<file path="src/rtl/axi_stream_checker_pkg.sv">
// Shared constants for the AXI4-Stream protocol checker: error vector layout
// and a helper for sizing saturating counters.
package axi_stream_checker_pkg;

    localparam int ERR_W                 = 7;
    localparam int ERR_DATA_UNSTABLE     = 0;
    localparam int ERR_VALID_DROP        = 1;
    localparam int ERR_STRB_KEEP         = 2;
    localparam int ERR_VALID_AFTER_RESET = 3;
    localparam int ERR_TIMEOUT           = 4;
    localparam int ERR_PKT_TOO_LONG      = 5;
    localparam int ERR_ID_SWITCH         = 6;

    typedef logic [ERR_W-1:0] err_vec_t;

    // Bits needed to hold values 0..max_val inclusive, never less than one.
    function automatic int ctr_width(input int max_val);
        return (max_val < 1) ? 1 : $clog2(max_val + 1);
    endfunction

endpackage

</file>
<file path="src/rtl/axi_stream_pkt_tracker.sv">
// Packet-level bookkeeping for the stream checker: beat index, route lock,
// in_packet flag, packet counter and the over-length / route-switch detectors.
module axi_stream_pkt_tracker
    import axi_stream_checker_pkg::*;
#(
    parameter int id_width           = 1,
    parameter int dest_width         = 1,
    parameter int has_tlast          = 1,
    parameter int interleave_allowed = 0,
    parameter int max_packet_beats   = 256,
    parameter int count_width        = 32
) (
    input  logic                   clk,
    input  logic                   resetn,
    input  logic                   handshake,
    input  logic                   tlast,
    input  logic [id_width-1:0]    tid,
    input  logic [dest_width-1:0]  tdest,
    output logic                   in_packet,
    output logic [count_width-1:0] packet_count,
    output logic                   too_long,
    output logic                   id_switch
);

    localparam int IDX_W = ctr_width(max_packet_beats + 1);
    // Beat index seen when the first over-length beat is accepted, and the
    // saturation point that keeps the flag to one pulse per packet.
    localparam logic [IDX_W-1:0] IDX_LIMIT = IDX_W'(max_packet_beats);
    localparam logic [IDX_W-1:0] IDX_SAT   = IDX_W'(max_packet_beats + 1);

    logic                             pkt_hs;
    logic [IDX_W-1:0]                 beat_idx;
    logic [id_width+dest_width-1:0]   route;
    logic [id_width+dest_width-1:0]   locked_route;

    assign pkt_hs = handshake && (has_tlast != 0);
    assign route  = {tid, tdest};

    always_comb begin
        too_long  = 1'b0;
        id_switch = 1'b0;
        if (pkt_hs) begin
            too_long  = (max_packet_beats != 0) && (beat_idx == IDX_LIMIT);
            id_switch = (interleave_allowed == 0) && in_packet && (route != locked_route);
        end
    end

    // A lone tlast beat never opens a packet, so it neither locks a route
    // nor raises in_packet.
    always_ff @(posedge clk or negedge resetn) begin
        if (!resetn) begin
            beat_idx     <= '0;
            locked_route <= '0;
            in_packet    <= 1'b0;
            packet_count <= '0;
        end else if (pkt_hs) begin
            if (tlast) begin
                beat_idx     <= '0;
                in_packet    <= 1'b0;
                packet_count <= packet_count + 1'b1;
            end else begin
                if (beat_idx != IDX_SAT) begin
                    beat_idx <= beat_idx + 1'b1;
                end
                if (!in_packet) begin
                    locked_route <= route;
                end
                in_packet <= 1'b1;
            end
        end
    end

endmodule

</file>
<file path="config.mk">
export PLATFORM = sky130hd
export DESIGN_NAME = axi_stream_pkt_tracker
export DESIGN_NICKNAME = d
export VERILOG_FILES = /design/src/rtl/axi_stream_checker_pkg.sv /design/src/rtl/axi_stream_pkt_tracker.sv
export SDC_FILE = /design/constraint.sdc
export NUM_CORES = 1
export LEC_CHECK = 0
export CORE_MARGIN = 2
export CORE_UTILIZATION = 46
export CTS_CLUSTER_SIZE = 24
export DETAILED_ROUTE_END_ITERATION = 8
export GPL_ROUTABILITY_DRIVEN = 0
export PLACE_DENSITY = 0.84
export RECOVER_POWER = 25
export SKIP_CTS_REPAIR_TIMING = 1
export SLEW_MARGIN = 10
export SYNTH_ARGS = -nofsm -noshare
export SYNTH_HDL_FRONTEND = slang
export SYNTH_SLANG_ARGS = --single-unit
export TNS_END_PERCENT = 20
</file>
<file path="constraint.sdc">
create_clock -name clk -period 1.6 [get_ports clk]
set_clock_uncertainty 0.15 [all_clocks]
set_input_delay 0.16 -clock clk [delete_from_list [all_inputs] [get_ports clk]]
set_output_delay 0.16 -clock clk [all_outputs]
set_load 0.05 [all_outputs]
</file>
=== Word level (Yosys, flattened, before mapping) ===
Cells that the tools add are included.

* Add/sub/neg operators: 2
* Bitwise operators: 2
* Reduce and logical (&&, ||, !) cells: 5
* Eq/ne operators: 3
* Mux-type cells: 5

{| class="wikitable"
|+ Operator list
! operator !! number
|-
| adder 32 x 1 -> 32 bit (second input constant) || 1
|-
| 2-to-1 mux 9 bit || 2
|-
| adder 9 x 1 -> 9 bit (second input constant) || 1
|-
| == test 9 bit (second input constant) || 1
|-
| inequality test 9 bit (second input constant) || 1
|-
| AND reduction 2 bit || 2
|-
| 2-to-1 mux 1 bit || 3
|-
| AND reduction 3 bit || 1
|-
| inequality test 2 bit || 1
|-
| NOT 1 bit || 2
|-
| nonzero test 2 bit || 1
|-
| logical AND 1 bit || 1
|}

* Output and inout bits: 35
* Flip-flop bits (word level): 44
* Logic and storage cells: 21

=== Longest topological paths before layout ===
* Depth after elaboration: 3
* Mapped depth: 6
* Gate-level depth less buffers: 5

=== Least setup slack after synthesis ===
Ideal clock, no wire load.

* Kind: reg-to-reg
* From: register packet_count[0]
* To: register packet_count[22]
* Arrival: 1.915 ns
* Buffers on the path: 1
* Data required time: 1.368 ns
* Stages on the path, launching flop included: 7
* Setup slack: -0.547 ns
* Cell sequence: dfrtp_1 ha_1 nand3_2 or3_1 buf_2 nor4_4 xor2_1

* Longest elaborated chain between the ends: 1

{| class="wikitable"
|+ RTL lines
! what !! line !! text
|-
| start: declaration || axi_stream_pkt_tracker.sv:20 || <nowiki>output logic [count_width-1:0] packet_count,</nowiki>
|-
| start signal: assignment || axi_stream_pkt_tracker.sv:60 || <nowiki>packet_count <= packet_count + 1'b1;</nowiki>
|-
| adder 32 x 1 -> 32 bit || axi_stream_pkt_tracker.sv:60 ||
|}

No other way between the ends.
A chain may end at the register's enable or synchronous reset.

=== Final worst setup path ===
* From: register beat_idx[4]
* To: output too_long

* Longest elaborated chain between the ends: 2

{| class="wikitable"
|+ RTL lines
! what !! line !! text
|-
| start: declaration || axi_stream_pkt_tracker.sv:32 || <nowiki>logic [IDX_W-1:0] beat_idx;</nowiki>
|-
| start signal: assignment || axi_stream_pkt_tracker.sv:63 || <nowiki>beat_idx <= beat_idx + 1'b1;</nowiki>
|-
| == test 9 bit || axi_stream_pkt_tracker.sv:43 || <nowiki>too_long = (max_packet_beats != 0) && (beat_idx == IDX_LIMIT);</nowiki>
|-
| 2-to-1 mux 1 bit || axi_stream_pkt_tracker.sv:42 || <nowiki>if (pkt_hs) begin</nowiki>
|-
| end: declaration || axi_stream_pkt_tracker.sv:21 || <nowiki>output logic too_long,</nowiki>
|}

No other way between the ends.

==> metrics.md <==
| Metric | Value |
|---|---|
| Die X | `72.2 um` |
| Critical-path top delay cell | `dfrtp_1` |
| Uppermost layer routed | `met4` |
| Main combinational cell family by area after synthesis | `simple AND/OR/NAND/NOR gates` |
| Port Buffers | `40` |
| Worst-skew pair later-pin latency | `0.31 ns` |
| Unrepaired setup endpoints after global routing | `yes` |
| Clock transition at the registers of the reported paths | `0.08 ns` |
| Mux share of post-synthesis cell area | `1.58%` |
| Wire per inst | `17.3 um` |
| Worst min path class | `input port to register` |
| Finished Cell Area | `3620 um^2` |
| FP Rows | `24` |
| Layout net count | `301` |
| Dpl cells | `328` |
| Routed metal-1 wirelength | `2290 um` |
| CP startpoint | `beat_idx[4]` |
| Syn_nets | `201` |
| Max stage delay on crit path | `0.42 ns` |
| Largest net degree at the start of global routing | `45` |
| Register-to-Register Path Depth | `6` |
| Post-Synth Adder-Cell Area | `2.34%` |
| Count of pins over their slew limit | `0` |
| Logic pwr share | `34.4%` |
| Post-synth EDFFs | `0` |
| Worst slew pin tran | `0.970 ns` |
| Arrival time at the worst endpoint | `1.48 ns` |
| Seq pwr share | `39.3%` |
| Vias in the first global route | `1975` |
| CP Capture Point | `too_long` |
| Switching Power | `0.00111 W` |
| Post-Syn Area | `2140 um^2` |
| Synth Warn # | `0` |
| Vert. Die Dim | `72.2 um` |
| Met2 Wirelength | `3150 um` |
| Detail Route Antenna Nets | `0` |
| Layout area overhead | `69.0%` |
| Min Tclk post-route | `1.79 ns` |
| Total congestion overflow | `0` |
| Cells after Synth | `191` |
| Post-Syn Area per Cell | `11.2 um^2` |
| Reg2reg setup slack | `-0.14 ns` |
| Reg-to-Reg End | `packet_count[29]` |
| Die area | `5210 um^2` |
| Final hold viol count | `0` |
| Initial antenna violation count | `0` |
| Xor and xnor area share after synthesis | `15.6%` |
| Initial Util | `48.5%` |
| Total power density per cell area | `950 nW/um^2` |
| Complex-gate fraction of the synthesized area | `2.81%` |
| Total Wirelength | `5940 um` |
| Buf+Inv Stages, Crit Path | `1` |
| CP Class | `register to output pin` |
| Initial drt markers | `125` |
| CTS tree | `built` |
| DRC violations left | `0` |
| Setup WS pre-CTS | `-0.640 ns` |
| DP Area | `3320 um^2` |
| H-tree levels | `2` |
| Max VDD drop | `0.700 mV` |
| Post-synthesis simple-gate area fraction | `24.3%` |
| Total CTS buffers | `5` |
| Register area share after synthesis | `51.5%` |
| Longest Clk Path Bufs | `2` |
| Final worst path period share | `112%` |
| Pint | `0.00233 W` |
| WL met3 | `317 um` |
| GR Util All Layers | `23.0%` |
| Final WS setup | `-0.193 ns` |
| Crit path cell chain | `nor4b_4 -> nand4_1 -> nor2_2 -> buf_12` |
| Synth cell types | `37` |
| CTS root buffer | `clkbuf_8` |
| Drt via density | `5.63` |
| CTS sink cnt | `44` |
| Worst path depth | `4` |
| Failing checks | `negative setup slack` |
| Setup-violating endpoint count in the final report | `17` |
| Sw Share | `32.2%` |
| Pre-antenna DRT Iters | `4` |
| Critical path startpoint category | `register` |
| Max_cap viols | `0` |
| Hold Path Cell Cnt | `2` |
| Share of cells above drive strength 1 | `53.1%` |
| Post-synth top flop | `dfrtp_1` |
| Vias | `1938` |
| Dpl hpwl | `3820 um` |
| Slew margin rel. | `35.4%` |
| Clock power share | `26.4%` |
| Min Hold Slack | `0.134 ns` |
| Diodes inserted | `0` |
| Crit-path max FO | `2` |
| Status | `complete, but fails checks` |
| Power, Total | `0.00343 W` |
| Fmax | `558 MHz` |
| Capturing element type of the critical path | `output pin` |
| Worst EP required | `1.29 ns` |
| Post-synth ARST share | `100%` |
| Worst reg2reg startpoint | `packet_count[1]` |
| Placeable Area | `4410 um^2` |
| Num ports | `41` |
| Lkg Pwr | `1.65 nW` |
| First-pass GRT wire length | `9260 um` |
| Crit-path leading delay family | `simple AND/OR/NAND/NOR gates` |
| Synth Register Bits | `44` |
| Post-route insts no fill | `344` |
| Hold path start | `tlast` |
## power groups by stage
stage                     logic, W  registers (W)  clock network [W]
after floorplan           0.000196        0.00162                  0
after global placement     0.00108        0.00134                  0
after detailed placement   0.00112        0.00134                  0
after CTS                  0.00113        0.00132           0.000921
after global routing       0.00124        0.00136           0.000977
final                      0.00118        0.00135           0.000906
## kinds of logic (layout without fill, tap and decap cells)
group | after synthesis | count (layout)
AO/OA/AOI/OAI | 9 | 9
XOR/XNOR | 38 | 38
adder cells (fa/ha/maj) | 4 | 4
buffers and inverters | 11 | 112
flip-flops | 44 | 44
multiplexers | 3 | 3
AND/OR/NAND/NOR | 82 | 82
## final cells by class
type	instances	area [um^2]
Multi-Input combinational cell	136	1140
Sequential cell	44	1130
Timing Repair Buffer	97	1130
Inverter	7	26.3
Fill cell	231	798
Clock buffer	6	82.6
Clock inverter	2	38.8
Tap cell	52	65.1
## worst min-delay path by stage
stage	slack [ns]	endpoint
6_report	0.13	beat_idx[4]
5_1_grt	0.15	beat_idx[4]
4_1_cts	-0.33	packet_count[18]
3_5_place_dp	0.004	packet_count[18]
3_3_place_gp	0.006	packet_count[18]
2_1_floorplan	-0.29	beat_idx[0]
## state kept, by name (all words and copies together) (netlist names)
signal        cells
packet_count     32
beat_idx          9
locked_route      2
in_packet         1
## Yosys cell counts (2+ instances only)
cell	instances	area, um^2
nor3_1	2	10.0
nand4_1	16	100
o21ai_0	2	10.0
nand3_1	15	75.1
xnor2_1	25	219
nor4_4	2	42.5
and3_1	4	25.0
clkbuf_1	3	11.3
ha_1	4	50.1
a21oi_1	2	10.0
mux2_2	3	33.8
nor2_1	14	52.6
and3_2	2	15.0
and2_1	3	18.8
and4_1	3	26.3
xor2_1	13	114
nand2_1	8	30.0
inv_1	7	26.3
dfrtp_1	44	1100
nor4_1	2	12.5
## stage by stage
stage	util (%)	TNS (ns)
after floorplan	-	-4.41
after global placement	75.2	-8.99
after detailed placement	75.2	-11.02
after CTS	78.0	-3.63
after global routing	81.9	-3.81
final	81.9	-1.34
## layout by cell type, fill, tap and decap left out, drive strengths merged
master,Yosys,final
dlymetal6s2s,0,2
xor2,13,13
clkdlybuf4s50,0,2
a2111oi,1,1
dlygate4sd3,0,1
clkbuf,3,6
ha,4,4
nand2b,1,1
clkinv,0,1
and2,3,3
dfrtp,44,44
nand2,8,8
nor2,14,14
nor2b,1,1
inv,7,7
or4b,1,1
bufinv,0,1
a31oi,1,1
nand4,17,17
nor3b,1,1
nor3,3,3
and3,6,6
xnor2,25,25
mux2,3,3
nand4b,1,1
nor4,5,5
nand3,16,16
o22ai,1,1
a22o,1,1
a21oi,2,2
and4,3,3
o21ai,2,2
nor4b,1,1
a32o,1,1
or3,1,1
buf,1,92
## routing by layer
metal | vias up | GRT usage [%]
met4 | 0 | 6.08
met1 | 961 | 27.8
met3 | 24 | 6.39
met5 | - | 0
li1 | 877 | -
met2 | 76 | 40.4
Power figures use the tool's default switching activity.
